**src/rtl/hamming_8bit_codec.sv**
```systemverilog
// Hamming(12,8) single-error-correcting codec.
// The encoder is purely combinational; the decoder registers its corrected
// byte and status flags on sys_clk with one cycle of latency.
// Optional build macro: HAMMING_SYNDROME_OUT_EN exposes the registered raw
// syndrome on syndrome_out; without it the syndrome stays internal.
module hamming_8bit_codec (
  input  logic        sys_clk,
  input  logic        rstn,
  input  logic [7:0]  enc_data_in,
  output logic [11:0] enc_code_out,
  input  logic [11:0] dec_code_in,
  output logic [7:0]  dec_data_out,
  output logic        error_flag,
  output logic        correct_flag
`ifdef HAMMING_SYNDROME_OUT_EN
  ,
  output logic [3:0]  syndrome_out
`endif
);

  // Even parity over the data bits; result packed as {p3, p2, p1, p0}.
  function automatic logic [3:0] calcParity(input logic [7:0] d);
    logic [3:0] p;
    p[0] = d[0] ^ d[1] ^ d[3] ^ d[4] ^ d[6];
    p[1] = d[0] ^ d[2] ^ d[3] ^ d[5] ^ d[6];
    p[2] = d[1] ^ d[2] ^ d[3] ^ d[7];
    p[3] = d[4] ^ d[5] ^ d[6] ^ d[7];
    return p;
  endfunction

  logic [7:0] w_rxData;
  logic [3:0] w_syndrome;
  logic [7:0] w_fixedData;
  logic       w_error;
  logic       w_correct;

  logic [7:0] r_decData;
  logic       r_error;
  logic       r_correct;
  logic [3:0] r_syndrome;

  // Encoder: data in the upper byte, parity in the low nibble.
  always_comb begin
    enc_code_out = {enc_data_in, calcParity(enc_data_in)};
  end

  // Syndrome is the Hamming position of a single flipped bit, 0 when clean.
  always_comb begin
    w_rxData   = dec_code_in[11:4];
    w_syndrome = calcParity(w_rxData) ^ dec_code_in[3:0];
  end

  // Map the syndrome onto a data-bit correction and the status flags;
  // parity-only errors leave the data untouched but still count as corrected,
  // and positions 13..15 do not exist so they signal a multi-bit error.
  always_comb begin
    w_fixedData = w_rxData;
    w_error     = 1'b1;
    w_correct   = 1'b1;
    case (w_syndrome)
      4'd0:  begin
        w_error   = 1'b0;
        w_correct = 1'b0;
      end
      4'd3:  w_fixedData[0] = ~w_rxData[0];
      4'd5:  w_fixedData[1] = ~w_rxData[1];
      4'd6:  w_fixedData[2] = ~w_rxData[2];
      4'd7:  w_fixedData[3] = ~w_rxData[3];
      4'd9:  w_fixedData[4] = ~w_rxData[4];
      4'd10: w_fixedData[5] = ~w_rxData[5];
      4'd11: w_fixedData[6] = ~w_rxData[6];
      4'd12: w_fixedData[7] = ~w_rxData[7];
      4'd1, 4'd2, 4'd4, 4'd8: w_fixedData = w_rxData;
      default: w_correct = 1'b0;
    endcase
  end

  // Decoder output register; reset clears any in-flight result immediately.
  always_ff @(posedge sys_clk or negedge rstn) begin
    if (!rstn) begin
      r_decData  <= 8'h00;
      r_error    <= 1'b0;
      r_correct  <= 1'b0;
      r_syndrome <= 4'h0;
    end else begin
      r_decData  <= w_fixedData;
      r_error    <= w_error;
      r_correct  <= w_correct;
      r_syndrome <= w_syndrome;
    end
  end

  assign dec_data_out = r_decData;
  assign error_flag   = r_error;
  assign correct_flag = r_correct;

`ifdef HAMMING_SYNDROME_OUT_EN
  assign syndrome_out = r_syndrome;
`else
  logic w_unusedSyndrome;
  assign w_unusedSyndrome = ^r_syndrome;
`endif

endmodule

```
**config.mk**
```make
export PLATFORM = sky130hd
export DESIGN_NAME = hamming_8bit_codec
export DESIGN_NICKNAME = d
export VERILOG_FILES = /design/src/rtl/hamming_8bit_codec.sv
export SDC_FILE = /design/constraint.sdc
export NUM_CORES = 1
export LEC_CHECK = 0
export CAP_MARGIN = 20
export CORE_MARGIN = 1
export CORE_UTILIZATION = 34
export DETAILED_ROUTE_END_ITERATION = 7
export GPL_TIMING_DRIVEN = 1
export PLACE_DENSITY = 0.77
export SETUP_SLACK_MARGIN = 0.4
export SYNTH_ARGS = -nofsm -noshare
export SYNTH_HDL_FRONTEND = slang
export SYNTH_SLANG_ARGS = --single-unit
```
**constraint.sdc**
```tcl
create_clock -name sys_clk -period 0.85 [get_ports sys_clk]
set_input_delay 0.17 -clock sys_clk [delete_from_list [all_inputs] [get_ports sys_clk]]
set_output_delay 0.17 -clock sys_clk [all_outputs]
set_load 0.01 [all_outputs]
```
==> impl_metrics.tcl <==
set metrics [dict create \
    status "complete, but fails checks" \
    violated_checks "negative setup slack" \
    io_buffers 43 \
    whs_path_cells 3 \
    setup_repair_after_global_routing_missed_its_margin "yes" \
    grt_first_pass_wirelength_mm 4.181 \
    timing.max_cap.violations 0 \
    clock_transition_at_the_registers_of_the_reported_paths_ps 60 \
    power_density_nw_per_um2 1622 \
    top_signal_layer_used "met4" \
    dr_wl_met3_um 120 \
    cts.hold.buffers_added 0 \
    crit_path_capture_type "flip-flop" \
    share_of_synthesized_area_occupied_by_flip_flops_and_latches 0.3205 \
    io-pin-count 44 \
    synth.distinct_cells 16 \
    rows 16 \
    antenna-diode-count 0 \
    synthesis.area_per_instance_um2 12.20 \
    yosysTopAreaCell "sky130_fd_sc_hd__dfrtp_1" \
    synth_top_area_frac 0.3205 \
    grt_start_max_net_pins 11 \
    synth_ff_type "sky130_fd_sc_hd__dfrtp_1" \
    ir_worst_vdd_v 0.001171 \
    routed-via-count 753 \
    grt.overflow.total 0 \
    slew_headroom 0.7874 \
    numCtsBuffers 3 \
    wirelength_routed_mm 3.073 \
    final_count_of_negative_setup_slack_endpoints 24 \
    layout_setup_ws_ps -485.8 \
    clock_tree.htree_level_count 1 \
    fillCellCount 88 \
    via_count_of_the_first_global_routing_pass 794 \
    totalPowerFinal_mw 2.918 \
    yosys-top-cells-area "sky130_fd_sc_hd__dfrtp_1, sky130_fd_sc_hd__xnor2_1, sky130_fd_sc_hd__xor2_1" \
    synth-warning-count 0 \
    timing.final.max_slew_violations 0 \
    synthesis.nets 86 \
    power.leakage_nw 0.8250 \
    hpwl_mm 1.551 \
    synth.cell_area_um2 780.7 \
    full_die_area_um2 2492 \
    placed_cells_incl_taps 144 \
    final_min_period_over_clock_period 1.571 \
    syn2layout_area_growth_pct 130.4 \
    first_pass_iters 4 \
    hold_viol_final 0 \
    critPathRequiredTime_ps 1010 \
    arrival_ps 1490 \
    crit_type "in -> reg" \
    chipHeight_um 49.92 \
    core-area_um2 2062 \
    synth_enable_flop_cells 0 \
    power.net_switching_mw 1.021 \
    max_freq_mhz 748.6 \
    cellInternalPower_mw 1.897 \
    commonest_cells_after_routing_fill_and_taps_aside "sky130_fd_sc_hd__buf_6, sky130_fd_sc_hd__buf_4, sky130_fd_sc_hd__buf_2, sky130_fd_sc_hd__dfrtp_1, sky130_fd_sc_hd__xnor2_4" \
    layout_cell_share_with_drive_strength_beyond_1 0.7820 \
    met2RoutedLength_mm 1.746 \
    final_area_um2 1799 \
    clock_tree_root_driver_cell "sky130_fd_sc_hd__clkbuf_4" \
    drt-initial-drc-count 9 \
    die-width_um 49.92 \
    timing.hold.worst.class "in -> reg" \
    ys_async_sr_fraction 1.000 \
    drc_violation_count_after_routing 0 \
    initial_core_util 0.3786 \
    cts_sinks 10 \
    finish.cell_count_without_fillers 160 \
    worst_hold_startpoint "dec_code_in[5]" \
    min_period_ps 1336 \
    share_clk_of_total_power 0.146 \
    numnets_final 156 \
    synthesis.instances 64 \
    viasPerCell 4.706 \
    grtUsageTotal 0.2350 \
    cts_tree "built" \
    cts_max_path_buffers 2 \
    switching_share 0.3499 \
    start_kind "primary input" \
    mostFrequentLayoutCell "sky130_fd_sc_hd__buf_6" \
    pwr-share-comb 0.653 \
    gpl.final_weighted_congestion 0.7009 \
    power.sequential.fraction 0.201 \
    post_drt_wl_per_cell_um 19.21 \
    worst_setup_path_startpoint "dec_code_in[9]" \
    grt_antenna_before_repair 0 \
    met1_length_mm 1.175 \
    cp_max_fo 4 \
    synth.ff_latch_count 10 \
    worst-slew-pin-transition_ps 318.9 \
    post_dp_cell_area_um2 1428 \
    antenna_left 0 \
    finish.utilization 0.8726 \
]
## kinds of logic after synthesis
| group | share of synthesized area |
|---|---|
| DFF | 0.3205 |
| buffers and inverters | 0.07693 |
| xor gates and xnor gates | 0.4631 |
| and+or+nand+nor | 0.1266 |
| muxes | 0.01282 |
## worst max-delay path, cell delays in order
cell and delay [ps]:
sky130_fd_sc_hd__buf_6 110, sky130_fd_sc_hd__xnor2_4 170, sky130_fd_sc_hd__xnor3_2 520, sky130_fd_sc_hd__buf_6 150, sky130_fd_sc_hd__nand4b_1 210, sky130_fd_sc_hd__xnor2_1 160
## metrics by stage
| step | TNS (ps) | hold slack, ps | worst slack, ps |
|---|---|---|---|
| floorplan | -4653 | -125.6 | -481.1 |
| global placement | -21810 | 467.4 | -1135 |
| detailed placement | -22540 | 472.9 | -1186 |
| CTS | -5463 | 190.6 | -449.7 |
| global route | -6919 | 179.0 | -529.8 |
| finish | -6217 | 179.6 | -485.8 |
## repair_timing
action | CTS | global route
setup buffers | 6 | 5
cloned | 1 | 0
pin swaps | 31 | 16
gates resized for setup | 241 | 15
setup endpoints to repair | 32 | 32
## layout make-up
cell class / instances / area [um2] / area share
flip-flops and latches: 10 / 250.2 / 0.1391
well taps: 27 / 33.78 / 0.01878
clock buffers: 4 / 36.28 / 0.02017
repair buffers: 72 / 703.2 / 0.3908
multi-input cells: 47 / 775.7 / 0.4312
## sequential cells by signal (all words and copies together) (netlist names)
register	cells
dec_data_out	8
correct_flag	1
error_flag	1
## worst paths after layout
check / endpoint / slack (ps)
worst max-delay path: dec_data_out[1] / -490
worst min-delay path: dec_data_out[1] / 180
max in group asynchronous: dec_data_out[2] / 530
min in group asynchronous: dec_data_out[5] / 190
## power groups by stage
stage,Clock (mW),Combinational (mW),Sequential (mW)
3_5_place_dp,0,1.35,0.602
4_1_cts,0.412,1.63,0.589
3_3_place_gp,0,1.33,0.601
6_report,0.425,1.91,0.588
5_1_grt,0.455,1.98,0.596
2_1_floorplan,0,0.660,0.660
## layer usage
layer | track usage | up-vias
li1 | - | 347
met1 | 0.2910 | 374
met2 | 0.4257 | 27
met3 | 0.02778 | 5
met4 | 0.06190 | 0
met5 | 0 | -
## cell usage after synthesis (all sizes together), types with 2 or more instances
cell and instances:
nor4b 2, nor2 2, nand4b 3, buf 8
xnor2 21, xor2 8, xnor3 3, nand4 2
dfrtp 10
No activity file was read; power rests on OpenSTA's default activity.
